<file path="src/rtl/mem_stage_p.sv">
// Memory pipeline stage: issues data-memory requests, waits for ack with a
// bounded timeout, and registers the M->W pipeline boundary.
// Optional build macro MISALIGN_TRAP_EN: trap misaligned accesses instead of rounding them down.
module mem_stage_p #(
   parameter int DATA_W  = 32,
   parameter int REG_W   = 5,
   parameter int TIMEOUT = 16
) (
   input  logic                clk,
   input  logic                rst_n,
   input  logic                RegWriteM,
   input  logic                MemtoRegM,
   input  logic                MemWriteM,
   input  logic                MemSignedM,
   input  logic [1:0]          MemSizeM,
   input  logic [REG_W-1:0]    WriteRegM,
   input  logic [DATA_W-1:0]   ALUOutM,
   input  logic [DATA_W-1:0]   WriteDataM,
   output logic                dm_req,
   output logic                dm_we,
   output logic [DATA_W-1:0]   dm_addr,
   output logic [DATA_W-1:0]   dm_wdata,
   output logic [DATA_W/8-1:0] dm_be,
   input  logic [DATA_W-1:0]   dm_rdata,
   input  logic                dm_ack,
   output logic                RegWriteW,
   output logic                MemtoRegW,
   output logic [REG_W-1:0]    WriteRegW,
   output logic [DATA_W-1:0]   ALUOutW,
   output logic [DATA_W-1:0]   ReadDataW,
   output logic                StallM,
   output logic                BusErr,
   output logic                MisalignW
);

   localparam int BE_W  = DATA_W / 8;
   localparam int OFF_W = $clog2(BE_W);
`ifdef MISALIGN_TRAP_EN
   localparam bit TRAP_EN = 1'b1;
`else
   localparam bit TRAP_EN = 1'b0;
`endif

   typedef enum logic {IDLE, WAIT} state_t;

   state_t state_q, state_d;
   logic [7:0] cnt_q, cnt_d;

   logic is_load, is_store, access, req_access;
   logic [1:0] size_eff;
   logic [3:0] size_bytes;
   logic [OFF_W-1:0] off_raw, size_mask, off;
   logic misaligned, mis_trap, timeout_hit, timed_out;

   // A cycle with both load and store set behaves as a store.
   assign is_store   = MemWriteM;
   assign is_load    = MemtoRegM & ~MemWriteM;
   assign access     = is_load | is_store;

   assign size_eff   = (DATA_W == 32 && MemSizeM == 2'b11) ? 2'b10 : MemSizeM;
   assign size_bytes = 4'd1 << size_eff;
   assign size_mask  = OFF_W'(size_bytes - 4'd1);
   assign off_raw    = ALUOutM[OFF_W-1:0];
   assign misaligned = |(off_raw & size_mask);
   assign off        = off_raw & ~size_mask;

   assign mis_trap    = TRAP_EN & access & misaligned;
   assign req_access  = access & ~mis_trap;
   assign timeout_hit = (state_q == WAIT) & req_access & (cnt_q == 8'(TIMEOUT - 1));
   assign timed_out   = timeout_hit & ~dm_ack;
   assign StallM      = rst_n & req_access & ~dm_ack & ~timeout_hit;

   // NOTE: every variable gets its default before the case so no latch is inferred.
   always_comb begin
      state_d = state_q;
      cnt_d   = cnt_q;
      case (state_q)
         IDLE: begin
            cnt_d = 8'd0;
            if (req_access && !dm_ack) state_d = WAIT;
         end
         WAIT: begin
            if (!req_access || dm_ack || timeout_hit) begin
               state_d = IDLE;
               cnt_d   = 8'd0;
            end else begin
               cnt_d = cnt_q + 8'd1;
            end
         end
         default: begin
            state_d = IDLE;
            cnt_d   = 8'd0;
         end
      endcase
   end

   // NOTE: sequential state uses non-blocking assignments only.
   always_ff @(posedge clk or negedge rst_n) begin
      if (!rst_n) begin
         state_q <= IDLE;
         cnt_q   <= 8'd0;
      end else begin
         state_q <= state_d;
         cnt_q   <= cnt_d;
      end
   end

   // Byte views of the store data and the lane-aligned read data.
   logic [7:0]        wd_bytes [BE_W];
   logic [7:0]        rs_bytes [BE_W];
   logic [DATA_W-1:0] wdata_rep, rd_shift, rd_mask, rd_ext;
   logic [2*BE_W-1:0] be_ones;
   logic              sign_bit;

   always_comb begin
      rd_shift  = dm_rdata >> {off, 3'b000};
      wdata_rep = '0;
      rd_mask   = '0;
      for (int i = 0; i < BE_W; i++) begin
         wd_bytes[i] = WriteDataM[8*i +: 8];
         rs_bytes[i] = rd_shift[8*i +: 8];
      end
      for (int i = 0; i < BE_W; i++) begin
         wdata_rep[8*i +: 8] = wd_bytes[OFF_W'(i) & size_mask];
         rd_mask[8*i +: 8]   = (i < int'(size_bytes)) ? 8'hFF : 8'h00;
      end
      sign_bit = rs_bytes[size_mask][7];
      rd_ext   = (rd_shift & rd_mask) | ((MemSignedM && sign_bit) ? ~rd_mask : '0);
      be_ones  = ((2*BE_W)'(1) << size_bytes) - (2*BE_W)'(1);
   end

   always_comb begin
      dm_req   = 1'b0;
      dm_we    = 1'b0;
      dm_addr  = '0;
      dm_wdata = '0;
      dm_be    = '0;
      if (rst_n && req_access) begin
         dm_req               = 1'b1;
         dm_we                = is_store;
         dm_addr              = ALUOutM;
         dm_addr[OFF_W-1:0]   = '0;
         if (is_store) begin
            dm_wdata = wdata_rep;
            dm_be    = BE_W'(be_ones << off);
         end else begin
            dm_be    = '1;
         end
      end
   end

   logic              reg_write_q, reg_write_d;
   logic              mem_to_reg_q, mem_to_reg_d;
   logic [REG_W-1:0]  write_reg_q;
   logic [DATA_W-1:0] alu_out_q, read_data_q, read_data_d;
   logic              bus_err_q, bus_err_d;
   logic              misalign_q, misalign_d;

   // A stall inserts a bubble; a timeout or trap retires without writeback.
   always_comb begin
      reg_write_d  = ~StallM & RegWriteM & ~timed_out & ~mis_trap;
      mem_to_reg_d = ~StallM & MemtoRegM;
      read_data_d  = (~StallM & req_access & is_load & dm_ack) ? rd_ext : '0;
      bus_err_d    = bus_err_q | timed_out;
      misalign_d   = mis_trap;
   end

   always_ff @(posedge clk or negedge rst_n) begin
      if (!rst_n) begin
         reg_write_q  <= 1'b0;
         mem_to_reg_q <= 1'b0;
         write_reg_q  <= '0;
         alu_out_q    <= '0;
         read_data_q  <= '0;
         bus_err_q    <= 1'b0;
         misalign_q   <= 1'b0;
      end else begin
         reg_write_q  <= reg_write_d;
         mem_to_reg_q <= mem_to_reg_d;
         write_reg_q  <= WriteRegM;
         alu_out_q    <= ALUOutM;
         read_data_q  <= read_data_d;
         bus_err_q    <= bus_err_d;
         misalign_q   <= misalign_d;
      end
   end

   assign RegWriteW = reg_write_q;
   assign MemtoRegW = mem_to_reg_q;
   assign WriteRegW = write_reg_q;
   assign ALUOutW   = alu_out_q;
   assign ReadDataW = read_data_q;
   assign BusErr    = bus_err_q;
   assign MisalignW = TRAP_EN ? misalign_q : 1'b0;

endmodule

</file>
<file path="config.mk">
export PLATFORM = sky130hd
export DESIGN_NAME = mem_stage_p
export DESIGN_NICKNAME = d
export VERILOG_FILES = /design/src/rtl/mem_stage_p.sv
export SDC_FILE = /design/constraint.sdc
export NUM_CORES = 1
export LEC_CHECK = 0
export ABC_AREA = 0
export BUFFER_PORTS_ARGS = -buffer_cell sky130_fd_sc_hd__buf_2
export CORE_UTILIZATION = 25
export CTS_CLUSTER_SIZE = 28
export DETAILED_ROUTE_END_ITERATION = 8
export GPL_TIMING_DRIVEN = 1
export SLEW_MARGIN = 15
export SYNTH_ARGS = -nofsm -noshare
export SYNTH_HDL_FRONTEND = slang
export SYNTH_SLANG_ARGS = --single-unit
</file>
<file path="constraint.sdc">
create_clock -name clk -period 1.4 [get_ports clk]
set_input_delay 0.28 -clock clk [delete_from_list [all_inputs] [get_ports clk]]
set_output_delay 0.28 -clock clk [all_outputs]
set_load 0.01 [all_outputs]
</file>
-- Yosys cells after proc, flatten, opt, wreduce, memory -nomap -nowiden
Cells that the tools add are included.
- $add $sub $neg: 3
- magnitude comparators: 7
- eq/ne operators: 2
- shift-type cells: 4
- mux-type cells: 31
- bitwise logic cells: 29
- reduce and logical (&&, ||, !) cells: 7
- operator list (cell ; count):
    2-to-1 mux 32 bit ; 5
    2-to-1 mux 8 bit ; 13
    binary-select mux 8 bit (select 2 bit) ; 4
    bitwise AND 32 bit ; 1
    inverter 32 bit ; 1
    OR 32 bit ; 1
    right shift 32 x 5 -> 32 bit ; 1
    one-hot mux 8 bit (2 select lines) ; 1
    bitwise AND 1 bit ; 13
    >= comparator 3 bit (second input constant) ; 3
    adder 8 x 1 -> 8 bit (second input constant) ; 1
    == test 8 x 4 -> 1 bit (second input constant) ; 1
    < comparator 1 x 4 -> 1 bit (first input constant) ; 2
    < comparator 2 x 4 -> 1 bit (first input constant) ; 2
    2-to-1 mux 4 bit ; 2
    << shifter 1 x 4 -> 8 bit (first input constant) ; 1
    << shifter 8 x 2 -> 4 bit ; 1
    subtractor 8 x 2 -> 8 bit (second input constant) ; 1
    inverter 1 bit ; 6
    inverter 2 -> 3 bit ; 2
    2-to-1 mux 1 bit ; 4
    << shifter 1 x 2 -> 4 bit (first input constant) ; 1
    logical AND 1 bit ; 3
    inverter 1 -> 3 bit ; 1
    9 further kinds ; 12
- register bits after elaboration: 81
- output and inout port bits: 144
- logic and storage cells: 91

-- Depth between registers and ports, before layout
- word-level depth: 14
- depth in mapped cells: 5
- gate-level depth less buffers: 5

-- Worst setup path before layout
Ideal clock, no wire load.
- path type: in2reg
- start: input ALUOutM[0]
- end: register read_data_q[16], in the netlist ReadDataW[16]
- setup time: 132 ps
- arrival: 1512 ps
- slack: -244 ps
- stages on the path: 5
- cells stage by stage: nor2b_1 mux2_4 a2111oi_4 buf_4 o21ai_1
- cells in the longest elaborated chain, start to end: 9
- elaborated cells between the ends (all ways): 10
- RTL lines (element ; line ; source):
    from (decl) ; 17 ; input logic [DATA_W-1:0] ALUOutM,
    bitwise AND 2 bit * ; 65 ; assign off = off_raw & ~size_mask;
    right shift 32 x 5 -> 32 bit * ; 116 ; rd_shift = dm_rdata >> {off, 3'b000};
    binary-select mux 8 bit (select 2 bit) ; 127 ; sign_bit = rs_bytes[size_mask][7];
    2-to-1 mux 8 bit (not written as such) (2 in series) ; 127 ;
    logical AND 1 bit ; 128 ; rd_ext = (rd_shift & rd_mask) | ((MemSignedM && sign_bit) ? ~rd_mask : '0);
    2-to-1 mux 32 bit ; 128 ;
    OR 32 bit * ; 128 ;
    2-to-1 mux 32 bit * ; 163 ; read_data_d = (~StallM & req_access & is_load & dm_ack) ? rd_ext : '0;
    named net read_data_d[16] ; 155 ; logic [DATA_W-1:0] alu_out_q, read_data_q, read_data_d;
    to (signal assigned) ; 182 ; read_data_q <= read_data_d;
    to (decl) ; 155 ;
Mark *: on every way through the listed nets, which the timed path passes. The rest lies on a longest branch. The select of a mux whose other input is x is not followed.

-- Worst setup path after layout
- start: register cnt_q[0]
- end: output StallM
- cells in the longest elaborated chain, start to end: 4
- RTL lines (element ; line ; source):
    from (decl) ; 47 ; logic [7:0] cnt_q, cnt_d;
    from (signal assigned) ; 104 ; cnt_q <= cnt_d;
    == test 8 x 4 -> 1 bit ; 69 ; assign timeout_hit = (state_q == WAIT) & req_access & (cnt_q == 8'(TIMEOUT - 1));
    bitwise AND 1 bit ; 69 ;
    inverter 1 bit ; 71 ; assign StallM = rst_n & req_access & ~dm_ack & ~timeout_hit;
    bitwise AND 1 bit ; 71 ;
    to (decl) ; 31 ; output logic StallM,
Every way passes these cells.

==> results.toml <==
[yosys]
yosysWarnings = 0
yosysTopAreaCell = "dfrtp_1"
avgSynthCellArea_um2 = 10.4
synth-seq-cells = 81
yosys.area.top_type_share = 0.549
synthTopCellsByArea = "dfrtp_1 (55%), and2_1 (6.8%), mux2i_1 (6.2%), nand2_1 (4.4%), mux4_2 (4.3%)"
synth_cell_types = 37
yosysSeqAreaShare = 0.549
syn_area_um2 = 3690
syn_inst = 354

[placed_design]
post-dp-hpwl_mm = 10.1
gp_congestion = 0.821
dp_slack_ps = -450
io_buffer_count = 250
dpl_cell_area_um2 = 5570

[global_routing]
grt_max_degree = 43
grt_pass1_vias = 3726
grt_pass1_wl_mm = 18.5
grt-ovfl-total = 0
track_usage = 0.161
grt_antenna_before_repair = 0

[critical_path]
r2r_start = "cnt_q[5]$_DFF_PN0_"
worstPathCellList = "ha_2 -> and3_4 -> nand4b_1 -> nand2_2 -> nor3_2 -> buf_2"
setup.worst_path.class = "reg2out"
cp_data_arrival_time_ps = 1580
r2r_end = "RegWriteW$_DFF_PN0_"
r2r_slack_ps = -30
slowest_stage = "dfrtp_1"
start_kind = "flop"
setup.worst_path.end_class = "primary output"
r2r_cells = 5
crit_family = "simple AND/OR/NAND/NOR gates"
cp_data_required_time_ps = 1120
cp.buffers_inverters = 1
cp_max_fo = 2
cp_slowest_stage_delay_ps = 380

[routing]
wl_mm = 13.5
drt-initial-drc-count = 120
top_layer = "met4"
drt_first_pass_iters = 4
post_drt_via_cell_ratio = 4.61
vias = 3943
wl_met3_mm = 1.07
dr_wl_met2_mm = 7.00
final_antenna_net_count = 0
wl_per_cell_um = 15.7
route.detailed.drc = 0
met1Wirelength_mm = 5.18

[layout]
drive_gt1_frac = 0.616
multi_input_area_um2 = 1870
fillers = 1352
diodes = 0
fin_nets = 778
final_area_um2 = 6630
layout_commonest_cell = "buf_2"
final_cell_mix = "buf_2 (215), dfrtp_1 (81), buf_4 (49)"
area.growth.synth_to_final_pct = 79.5
area.sequential_um2 = 2030

[timing]
fin_crit_ps = 1860
skew_ps = 2.44
max_freq_ghz = 0.537
fin_ws_ps = -461
relSlewSlack = 0.650
tightest_slew_ps = 524
hold_viol = 0
rsz0062_at_grt = "yes"
min_period_over_period = 1.33
whs_ps = 52.8
setup_viol = 22
slew_violations = 0

[power]
ir_drop_mv = 0.510
power_leakage_uw = 0.00349
powerDensity_nw_per_um2 = 888

[outcome]
violations = "negative setup slack"
status = "finished, violations left"

[die]
die_h_um = 124
io_pins = 254
design.core.area_um2 = 14500
num_rows = 44
dieArea_um2 = 15300
chipWidth_um = 124
initial_utilization = 0.255

[clock_tree]
clock_path_buffers = 2
cts_root_buf = "clkbuf_16"
clkLatencyLatePin_ps = 330
numCtsBuffers = 9
clk_pin_slew_ps = 60
cts_tree = "built"
clock-sinks = 81
cts_max_level = 3

[min_path]
hp-class = "in2reg"
hp-start = "WriteRegM[3]"
hold-path-cell-count = 1
worstHoldEndpoint = "WriteRegW[3]$_DFF_PN0_"

[run]
maxCapViolations = 0
[layout make-up]
cell class / instances / area share
Clock inverter: 5 / 0.00490
Clock buffer: 11 / 0.0351
Timing Repair Buffer: 320 / 0.335
Sequential cell: 81 / 0.306
Multi-Input combinational cell: 250 / 0.281
Tap cell: 184 / 0.0347
Inverter: 5 / 0.00358
[kinds of logic after synthesis]
logic type               synth area share
AND/OR/NAND/NOR                     0.203
flip-flops                          0.549
AO/OA/AOI/OAI                      0.0941
multiplexers                        0.109
buffers and inverters              0.0312
XOR/XNOR                          0.00948
adder cells (fa/ha/maj)           0.00339
other                             0.00101
[sequential cells by signal (all words and copies together), names as in the netlist]
signal,flops
ALUOutW,32
ReadDataW,32
cnt_q,8
WriteRegW,5
BusErr,1
MemtoRegW,1
RegWriteW,1
state_q,1
[worst max path at each step]
stage,endpoint,startpoint,slack [ps],cells after the start
3_5_place_dp,ReadDataW[12]$_DFF_PN0_,MemSizeM[0],-450,5
6_report,StallM,cnt_q[0]$_DFF_PN0_,-460,6
4_1_cts,StallM,cnt_q[0]$_DFF_PN0_,-490,6
3_3_place_gp,ReadDataW[12]$_DFF_PN0_,MemSizeM[0],-340,5
5_1_grt,StallM,cnt_q[5]$_DFF_PN0_,-570,5
2_1_floorplan,ReadDataW[16]$_DFF_PN0_,ALUOutM[0],-120,5
[per-stage QoR]
| stage | total power [uW] | setup TNS (ps) | utilization | cells |
|---|---|---|---|---|
| final | 5890 | -1340 | 0.458 | 856 |
| after global routing | 6180 | -3400 | 0.458 | 856 |
| after CTS | 5770 | -1280 | 0.422 | 849 |
| after detailed placement | 3540 | -13900 | 0.385 | 823 |
| after global placement | 3520 | -12530 | 0.385 | 823 |
| after floorplan | 2940 | -1680 | - | 356 |
[worst register-to-register path: stages, from the launching register on]
cell and delay (ps):
dfrtp_1 430, nor4_4 330, nand4b_1 190, buf_4 190
a21oi_4 120, nor2b_1 50
[power by group]
| group | switching (uW) | internal (uW) | total (uW) | leakage (uW) |
|---|---|---|---|---|
| clock network | 917 | 1190 | 2110 | 0.000122 |
| registers | 23.7 | 2430 | 2450 | 0.00103 |
| logic | 645 | 684 | 1330 | 0.00234 |
[Yosys cell counts, drive strengths merged]
master,number
a211oi,1
mux4,7
or2,1
o21a,1
nand4b,1
buf,8
and3,10
dfrtp,81
o22ai,10
conb,1
nor4,1
mux2,1
o21ai,21
nand2b,3
a2111oi,1
ha,1
nand3b,1
inv,5
mux2i,23
xor2,3
and2,40
nor2,38
xnor2,1
nand4,2
clkbuf,12
and4bb,1
a22oi,2
a21oi,22
nor2b,3
nand3,6
nand2,43
nor3,2
o21bai,1
[timing repair]
item	in CTS	in global routing
gates cloned	1	4
resized for setup	44	99
setup endpoints to repair	65	80
hold buffers	1	0
pin swaps	26	42
buffers inserted	8	5
hold endpoints to repair	5	0
[routing by layer]
layer  vias to the layer above  GRT usage
met1                      1897      0.177
met3                        15     0.0435
met4                         0     0.0655
met2                       202      0.293
met5                         -          0
li1                       1829          -
(Power assumes the default switching activity.)
